File: src/rtl/serial_adder_pkg.sv
// -----------------------------------------------------------------------------
// serial_adder_pkg
// Shared definitions for the bit-serial adder:
//   - state_e : FSM state encoding (IDLE / SHIFT / DONE)
//   - clog2() : ceiling log2, used to size the bit counter
// No ports (package).
// -----------------------------------------------------------------------------
package serial_adder_pkg;

    typedef enum logic [1:0] {
        ST_IDLE  = 2'd0,
        ST_SHIFT = 2'd1,
        ST_DONE  = 2'd2
    } state_e;

    // Ceiling log2 of a positive value; clog2(1) returns 0.
    function automatic int clog2(input int value);
        int r;
        r = 0;
        for (int i = 0; i < 31; i++) begin
            if ((32'sd1 <<< i) < value) begin
                r = i + 1;
            end else begin
                r = r;
            end
        end
        return r;
    endfunction

endpackage

File: src/rtl/serial_fa_bit.sv
// -----------------------------------------------------------------------------
// serial_fa_bit
// Single-bit full adder built from two half-adder stages and an OR.
// Purely combinational.
// Ports:
//   a    in  1  operand bit A
//   b    in  1  operand bit B
//   cin  in  1  carry in
//   s    out 1  sum bit
//   cout out 1  carry out
// -----------------------------------------------------------------------------
module serial_fa_bit (
    input  logic a,
    input  logic b,
    input  logic cin,
    output logic s,
    output logic cout
);

    logic ha1_s_s;
    logic ha1_c_s;
    logic ha2_c_s;

    // First half adder: a + b.
    assign ha1_s_s = a ^ b;
    assign ha1_c_s = a & b;

    // Second half adder: partial sum + carry in.
    assign s       = ha1_s_s ^ cin;
    assign ha2_c_s = ha1_s_s & cin;

    // The two half-adder carries can never both be set, so OR merges them.
    assign cout    = ha1_c_s | ha2_c_s;

endmodule

File: src/rtl/serial_adder.sv
// -----------------------------------------------------------------------------
// serial_adder
// Bit-serial two-operand adder. Operands are accepted on a valid/ready
// handshake, added LSB-first one bit per clock through a single full-adder
// cell with a registered carry, and the WIDTH-bit result is presented with
// out_valid until the consumer accepts it.
//
// Optional feature (macro SERIAL_ADDER_SUB_EN): adds the 'sub' port; when a
// captured sub=1 the B bits are inverted and the carry starts at 1, giving
// a-b (carry_out=1 means no borrow).
//
// Parameters:
//   WIDTH      operand/sum width, 2..32
// Ports:
//   CLK        in   1      clock, rising edge
//   Reset      in   1      synchronous active-high reset
//   in_valid   in   1      operands valid
//   in_ready   out  1      ready to accept operands (IDLE, not in reset)
//   a          in   WIDTH  operand A
//   b          in   WIDTH  operand B
//   sub        in   1      subtract select (SERIAL_ADDER_SUB_EN only)
//   out_valid  out  1      result valid
//   out_ready  in   1      consumer accepts result
//   sum        out  WIDTH  result modulo 2^WIDTH
//   carry_out  out  1      carry out of the MSB
//   busy       out  1      high in SHIFT or DONE
// -----------------------------------------------------------------------------
module serial_adder
    import serial_adder_pkg::*;
#(
    parameter int WIDTH = 8
) (
    input  logic             CLK,
    input  logic             Reset,
    input  logic             in_valid,
    output logic             in_ready,
    input  logic [WIDTH-1:0] a,
    input  logic [WIDTH-1:0] b,
`ifdef SERIAL_ADDER_SUB_EN
    input  logic             sub,
`endif
    output logic             out_valid,
    input  logic             out_ready,
    output logic [WIDTH-1:0] sum,
    output logic             carry_out,
    output logic             busy
);

    localparam int             CNT_W    = (clog2(WIDTH) < 1) ? 1 : clog2(WIDTH);
    localparam logic [CNT_W-1:0] CNT_LAST = CNT_W'(WIDTH - 1);
    localparam logic [WIDTH-1:0] MSB_ONE  = {1'b1, {(WIDTH-1){1'b0}}};

    state_e             state_q,     state_d;
    logic [WIDTH-1:0]   a_sr_q,      a_sr_d;
    logic [WIDTH-1:0]   b_sr_q,      b_sr_d;
    logic [WIDTH-1:0]   res_q,       res_d;
    logic               carry_q,     carry_d;
    logic [CNT_W-1:0]   cnt_q,       cnt_d;
    logic [WIDTH-1:0]   sum_q,       sum_d;
    logic               cout_q,      cout_d;
    logic               out_valid_q, out_valid_d;
    logic               busy_q,      busy_d;

    logic               b_bit_s;
    logic               carry_init_s;
    logic               fa_s_s;
    logic               fa_c_s;
    logic [WIDTH-1:0]   res_shift_s;

`ifdef SERIAL_ADDER_SUB_EN
    logic               sub_q,       sub_d;

    // Subtraction = A + ~B + 1: invert B bits, seed the carry with the mode bit.
    assign b_bit_s      = b_sr_q[0] ^ sub_q;
    assign carry_init_s = sub;
`else
    assign b_bit_s      = b_sr_q[0];
    assign carry_init_s = 1'b0;
`endif

    serial_fa_bit u_fa (
        .a    (a_sr_q[0]),
        .b    (b_bit_s),
        .cin  (carry_q),
        .s    (fa_s_s),
        .cout (fa_c_s)
    );

    // New sum bit enters at the MSB; after WIDTH shifts bit 0 holds the LSB.
    assign res_shift_s = (res_q >> 1) | (fa_s_s ? MSB_ONE : {WIDTH{1'b0}});

    // Ready only in IDLE and never while reset is asserted.
    assign in_ready  = (state_q == ST_IDLE) && !Reset;
    assign out_valid = out_valid_q;
    assign sum       = sum_q;
    assign carry_out = cout_q;
    assign busy      = busy_q;

    // Next-state, datapath and registered-output logic.
    always_comb begin
        state_d = state_q;
        a_sr_d  = a_sr_q;
        b_sr_d  = b_sr_q;
        res_d   = res_q;
        carry_d = carry_q;
        cnt_d   = cnt_q;
        sum_d   = sum_q;
        cout_d  = cout_q;
`ifdef SERIAL_ADDER_SUB_EN
        sub_d   = sub_q;
`endif

        case (state_q)
            ST_IDLE: begin
                if (in_valid) begin
                    a_sr_d  = a;
                    b_sr_d  = b;
                    res_d   = {WIDTH{1'b0}};
                    carry_d = carry_init_s;
                    cnt_d   = {CNT_W{1'b0}};
`ifdef SERIAL_ADDER_SUB_EN
                    sub_d   = sub;
`endif
                    state_d = ST_SHIFT;
                end else begin
                    state_d = ST_IDLE;
                end
            end
            ST_SHIFT: begin
                a_sr_d  = a_sr_q >> 1;
                b_sr_d  = b_sr_q >> 1;
                res_d   = res_shift_s;
                carry_d = fa_c_s;
                cnt_d   = cnt_q + CNT_W'(1);
                if (cnt_q == CNT_LAST) begin
                    // Final bit: publish result and carry on the DONE-entry edge.
                    sum_d   = res_shift_s;
                    cout_d  = fa_c_s;
                    state_d = ST_DONE;
                end else begin
                    state_d = ST_SHIFT;
                end
            end
            ST_DONE: begin
                if (out_ready) begin
                    state_d = ST_IDLE;
                end else begin
                    state_d = ST_DONE;
                end
            end
            default: begin
                state_d = ST_IDLE;
            end
        endcase

        out_valid_d = (state_d == ST_DONE);
        busy_d      = (state_d != ST_IDLE);
    end

    // State and datapath registers with synchronous reset.
    always_ff @(posedge CLK) begin
        if (Reset) begin
            state_q     <= ST_IDLE;
            a_sr_q      <= {WIDTH{1'b0}};
            b_sr_q      <= {WIDTH{1'b0}};
            res_q       <= {WIDTH{1'b0}};
            carry_q     <= 1'b0;
            cnt_q       <= {CNT_W{1'b0}};
            sum_q       <= {WIDTH{1'b0}};
            cout_q      <= 1'b0;
            out_valid_q <= 1'b0;
            busy_q      <= 1'b0;
`ifdef SERIAL_ADDER_SUB_EN
            sub_q       <= 1'b0;
`endif
        end else begin
            state_q     <= state_d;
            a_sr_q      <= a_sr_d;
            b_sr_q      <= b_sr_d;
            res_q       <= res_d;
            carry_q     <= carry_d;
            cnt_q       <= cnt_d;
            sum_q       <= sum_d;
            cout_q      <= cout_d;
            out_valid_q <= out_valid_d;
            busy_q      <= busy_d;
`ifdef SERIAL_ADDER_SUB_EN
            sub_q       <= sub_d;
`endif
        end
    end

endmodule

File: config.mk
export PLATFORM = sky130hd
export DESIGN_NAME = serial_adder
export DESIGN_NICKNAME = d
export VERILOG_FILES = /design/src/rtl/serial_adder_pkg.sv /design/src/rtl/serial_fa_bit.sv /design/src/rtl/serial_adder.sv
export SDC_FILE = /design/constraint.sdc
export NUM_CORES = 1
export LEC_CHECK = 0
export CORE_MARGIN = 2
export CORE_UTILIZATION = 46
export DETAILED_ROUTE_END_ITERATION = 16
export PLACE_DENSITY = 0.82
export SLEW_MARGIN = 25
export SYNTH_ARGS = -nofsm -noshare
export SYNTH_HDL_FRONTEND = slang
export SYNTH_SLANG_ARGS = --single-unit
File: constraint.sdc
create_clock -name CLK -period 1.4 [get_ports CLK]
set_clock_uncertainty 0.05 [all_clocks]
set_input_delay 0.14 -clock CLK [delete_from_list [all_inputs] [get_ports CLK]]
set_output_delay 0.14 -clock CLK [all_outputs]
set_load 0.05 [all_outputs]
==> run_results.csv <==
group,metric,value,unit
status,outcome,"completed",
die,floorplan.initialDensity,47.47,%
power,p_clk_share,37.2,%
hold_path,hp-class,"primary input to register",
placement,dp_cells,245,
yosys,ys.flop_type,"dfxtp_1",
route,drt_first_pass_iters,4,
setup_path,cp.arrival,1.51,ns
global_route,global_route.usage.total,18.21,%
cts,cts_tree,"yes",
cells_and_area,final-instance-count-excl-fill,260,
cts,clockRootBuffer,"clkbuf_8",
route,detail_route.wl_per_cell,13.87,µm
global_route,number_of_global_route_vias_before_repair,1334,
cts,cts-htree-levels,2,
placement,post_dp_hpwl,2262,µm
cells_and_area,fillers,268,
route,drt.antenna.violating_nets,0,
die,dieWidth,65,µm
setup_path,setup_crit_start_kind,"register",
yosys,synth_cells,166,
sta,rsz0062_at_grt,"true",
job,max_cap_viol_count,0,
setup_path,endpoint_kind,"register",
cells_and_area,number_of_nets_in_the_layout,234,
sta,final-hold-violation-count,0,
yosys,synth_fp_nets,189,
die,ioPinCount,32,
route,drc,0,
global_route,grt_overflow,0,
sta,final_cycle_share,98.28,%
cells_and_area,antenna_cells_inserted,0,
route,initialDrtViolationCount,60,
global_route,initial_antenna_violation_count,0,
sta,worstMarginPinSlew,0.4574,ns
cts,numCtsBuffers,5,
sta,finalMaxSlewViolations,0,
cts,clock_pin_slew_on_the_worst_setup_and_hold_paths,0.08,ns
setup_path,rr_worst_depth,5,
power,pwr-share-comb,13.9,%
die,core,3606,µm²
placement,routabilityCongestion,0.7208,
cts,clock_sinks,40,
yosys,synth_async_reset_ratio,0,%
yosys,synthesis.area,1712,µm²
sta,worst_slew_slack_as_a_fraction_of_its_limit,69.37,%
power,p_sw_share,23.97,%
sta,timing.fmax,726.8,MHz
global_route,wire_length_of_the_first_global_routing_pass,5816,µm
setup_path,timing_worst_setup_path_type,"register to register",
yosys,synth.yosys.seq_area_share,46.78,%
yosys,synth.lib_cells_used.distinct,27,
hold_path,hp-start,"Reset",
power,power_report.internal_total,1.891,mW
setup_path,register_to_register_setup_slack,0.02,ns
route,vias,1340,
cts,worstSkewPairLatency,0.29,ns
power,power_switching,596.2,µW
placement,place_worst_setup_slack,-0.1398,ns
sta,setup_viol_count_final,0,
yosys,synth-edff-count,0,
die,area_enclosed_by_the_die_boundary,4225,µm²
yosys,postSynthAreaPerCell,10.31,µm²
hold_path,min_delay_worst_endpoint,"a_sr_q[2]",
route,routed_via_density,5.154,
power,seq_power_share,48.9,%
setup_path,timing.rr.end,"busy",
cts,cts_buffer_depth,2,
sta,min_period,1.376,ns
setup_path,timing.critical_path.required,1.53,ns
setup_path,worst-path-max-fanout,3,
sta,post-route-worst-setup-slack,0.02407,ns
global_route,grt_start_max_net_pins,17,
cts,post_cts_hold_buffer_count,0,
route,postRouteWirelength,3607,µm
hold_path,timing.hold.worst_path_depth,2,
cells_and_area,layout-drive-gt1-share,34.43,%
power,power.static_leakage,0.9224,nW
die,num_rows,22,
power,ir_worst_vdd,0.8916,mV
die,die_ht,65,µm
power,power-per-cell-area,1036,nW/µm²
placement,buffer_ports.inserted,31,
setup_path,reg2reg_from,"cnt_q[0]",
yosys,synthesis.yosys.warnings,0,
cells_and_area,syn_to_final_growth,40.28,%
yosys,synth_seq_cells,40,
==> critical path, stage by stage, from the launching register on <==
cell and delay (ns):
dfxtp_2 0.33, ha_2 0.19, ha_4 0.16, and3b_2 0.25, a21oi_2 0.18, o22ai_1 0.10
==> per-stage QoR <==
| step | instance area [µm²] | total power [mW] | hold slack, ns | utilization (%) | TNS, ns |
|---|---|---|---|---|---|
| 3_3_place_gp | 2173 | 1.564 | 0.3959 | 60.27 | -0.1194 |
| 5_1_grt | 2401 | 2.588 | 0.1684 | 66.59 | -0.02925 |
| 2_1_floorplan | 1727 | 1.470 | 0.2383 | - | 0 |
| 4_1_cts | 2332 | 2.487 | 0.1554 | 64.68 | 0 |
| 6_report | 2401 | 2.487 | 0.1697 | 66.59 | 0 |
| 3_5_place_dp | 2173 | 1.572 | 0.4043 | 60.27 | -1.647 |
==> cell usage after synthesis, types with 2 or more instances <==
cell      number  share of area (%)
a211oi_2      14                 10
a21oi_1       10                2.9
a22oi_1       12                5.3
buf_12         2                2.3
buf_6          3                2.0
clkbuf_1       3               0.66
dfxtp_1       40                 47
ha_1           2                1.5
mux2i_1       16                9.4
nand2_1       18                3.9
nor2_1        25                5.5
nor2_2         6                2.2
==> power by group through the flow <==
stage               Combinational (mW)  Sequential, mW  Clock (mW)
finish                           0.347            1.22       0.924
global route                     0.371            1.22       0.994
CTS                              0.333            1.22       0.934
detailed placement               0.327            1.24           0
global placement                 0.321            1.24           0
floorplan                        0.227            1.24           0
==> cell usage in the layout, fill, tap and decap left out, types with 2 or more instances in the layout <==
cell type / count
a211oi_2: 14
buf_12: 12
a21oi_1: 7
a22oi_1: 12
buf_4: 15
nand2_1: 17
dfxtp_2: 2
nor2_2: 6
dfxtp_4: 2
dfxtp_1: 36
mux2i_1: 16
clkdlybuf4s50_1: 18
buf_6: 3
clkbuf_8: 5
nor2_1: 25
a21oi_2: 3
==> final cells by class <==
| cell class | count | area (µm²) | area share, % |
|---|---|---|---|
| Sequential cell | 40 | 810.8 | 33.77 |
| Clock inverter | 2 | 35.03 | 1.459 |
| Multi-Input combinational cell | 113 | 834.6 | 34.76 |
| Clock buffer | 6 | 72.57 | 3.022 |
| Tap cell | 48 | 60.06 | 2.501 |
| Timing Repair Buffer | 50 | 584.3 | 24.34 |
| Inverter | 1 | 3.754 | 0.1563 |
==> worst max-delay path by stage <==
stage / startpoint / to / depth (start not counted)
floorplan: cnt_q[0] / busy / 6
global placement: cnt_q[0] / busy / 5
detailed placement: state_q[0] / res_q[2] / 3
CTS: state_q[1] / in_ready / 3
global route: cnt_q[0] / busy / 5
finish: cnt_q[0] / busy / 5
==> flip-flops by register name (all words and copies together), names as in the netlist <==
register,flops
cnt_q,3
state_q,2
carry_q,1
out_valid,1
sum,8
busy,1
b_sr_q,8
res_q,7
carry_out,1
a_sr_q,8
==> routing by layer <==
metal	routed length, µm	up-vias	global-route usage [%]	part of all wire (%)
li1	-	666	-	-
met1	1569	645	21.76	43
met5	0	-	0	0
met3	139	5	6.771	3.9
met4	66	0	9.043	1.8
met2	1832	24	28.61	51
==> cell families (layout without fill, tap and decap cells) <==
family / after synthesis / after routing / share of synthesized area [%]
and+or+nand+nor: 55 / 55 / 14.04
DFF: 40 / 40 / 46.78
AOI/OAI and AO/OA: 39 / 39 / 20.18
muxes: 16 / 16 / 9.357
buffers and inverters: 13 / 59 / 7.017
adders and majority gates: 3 / 3 / 2.631
==> repair_timing <==
item	CTS	global route
gates resized for setup	4	13
buffers inserted	4	3
endpoints found under the hold margin	0	0
setup endpoints to repair	24	13
Note: power is estimated with default switching activity, not from simulation.
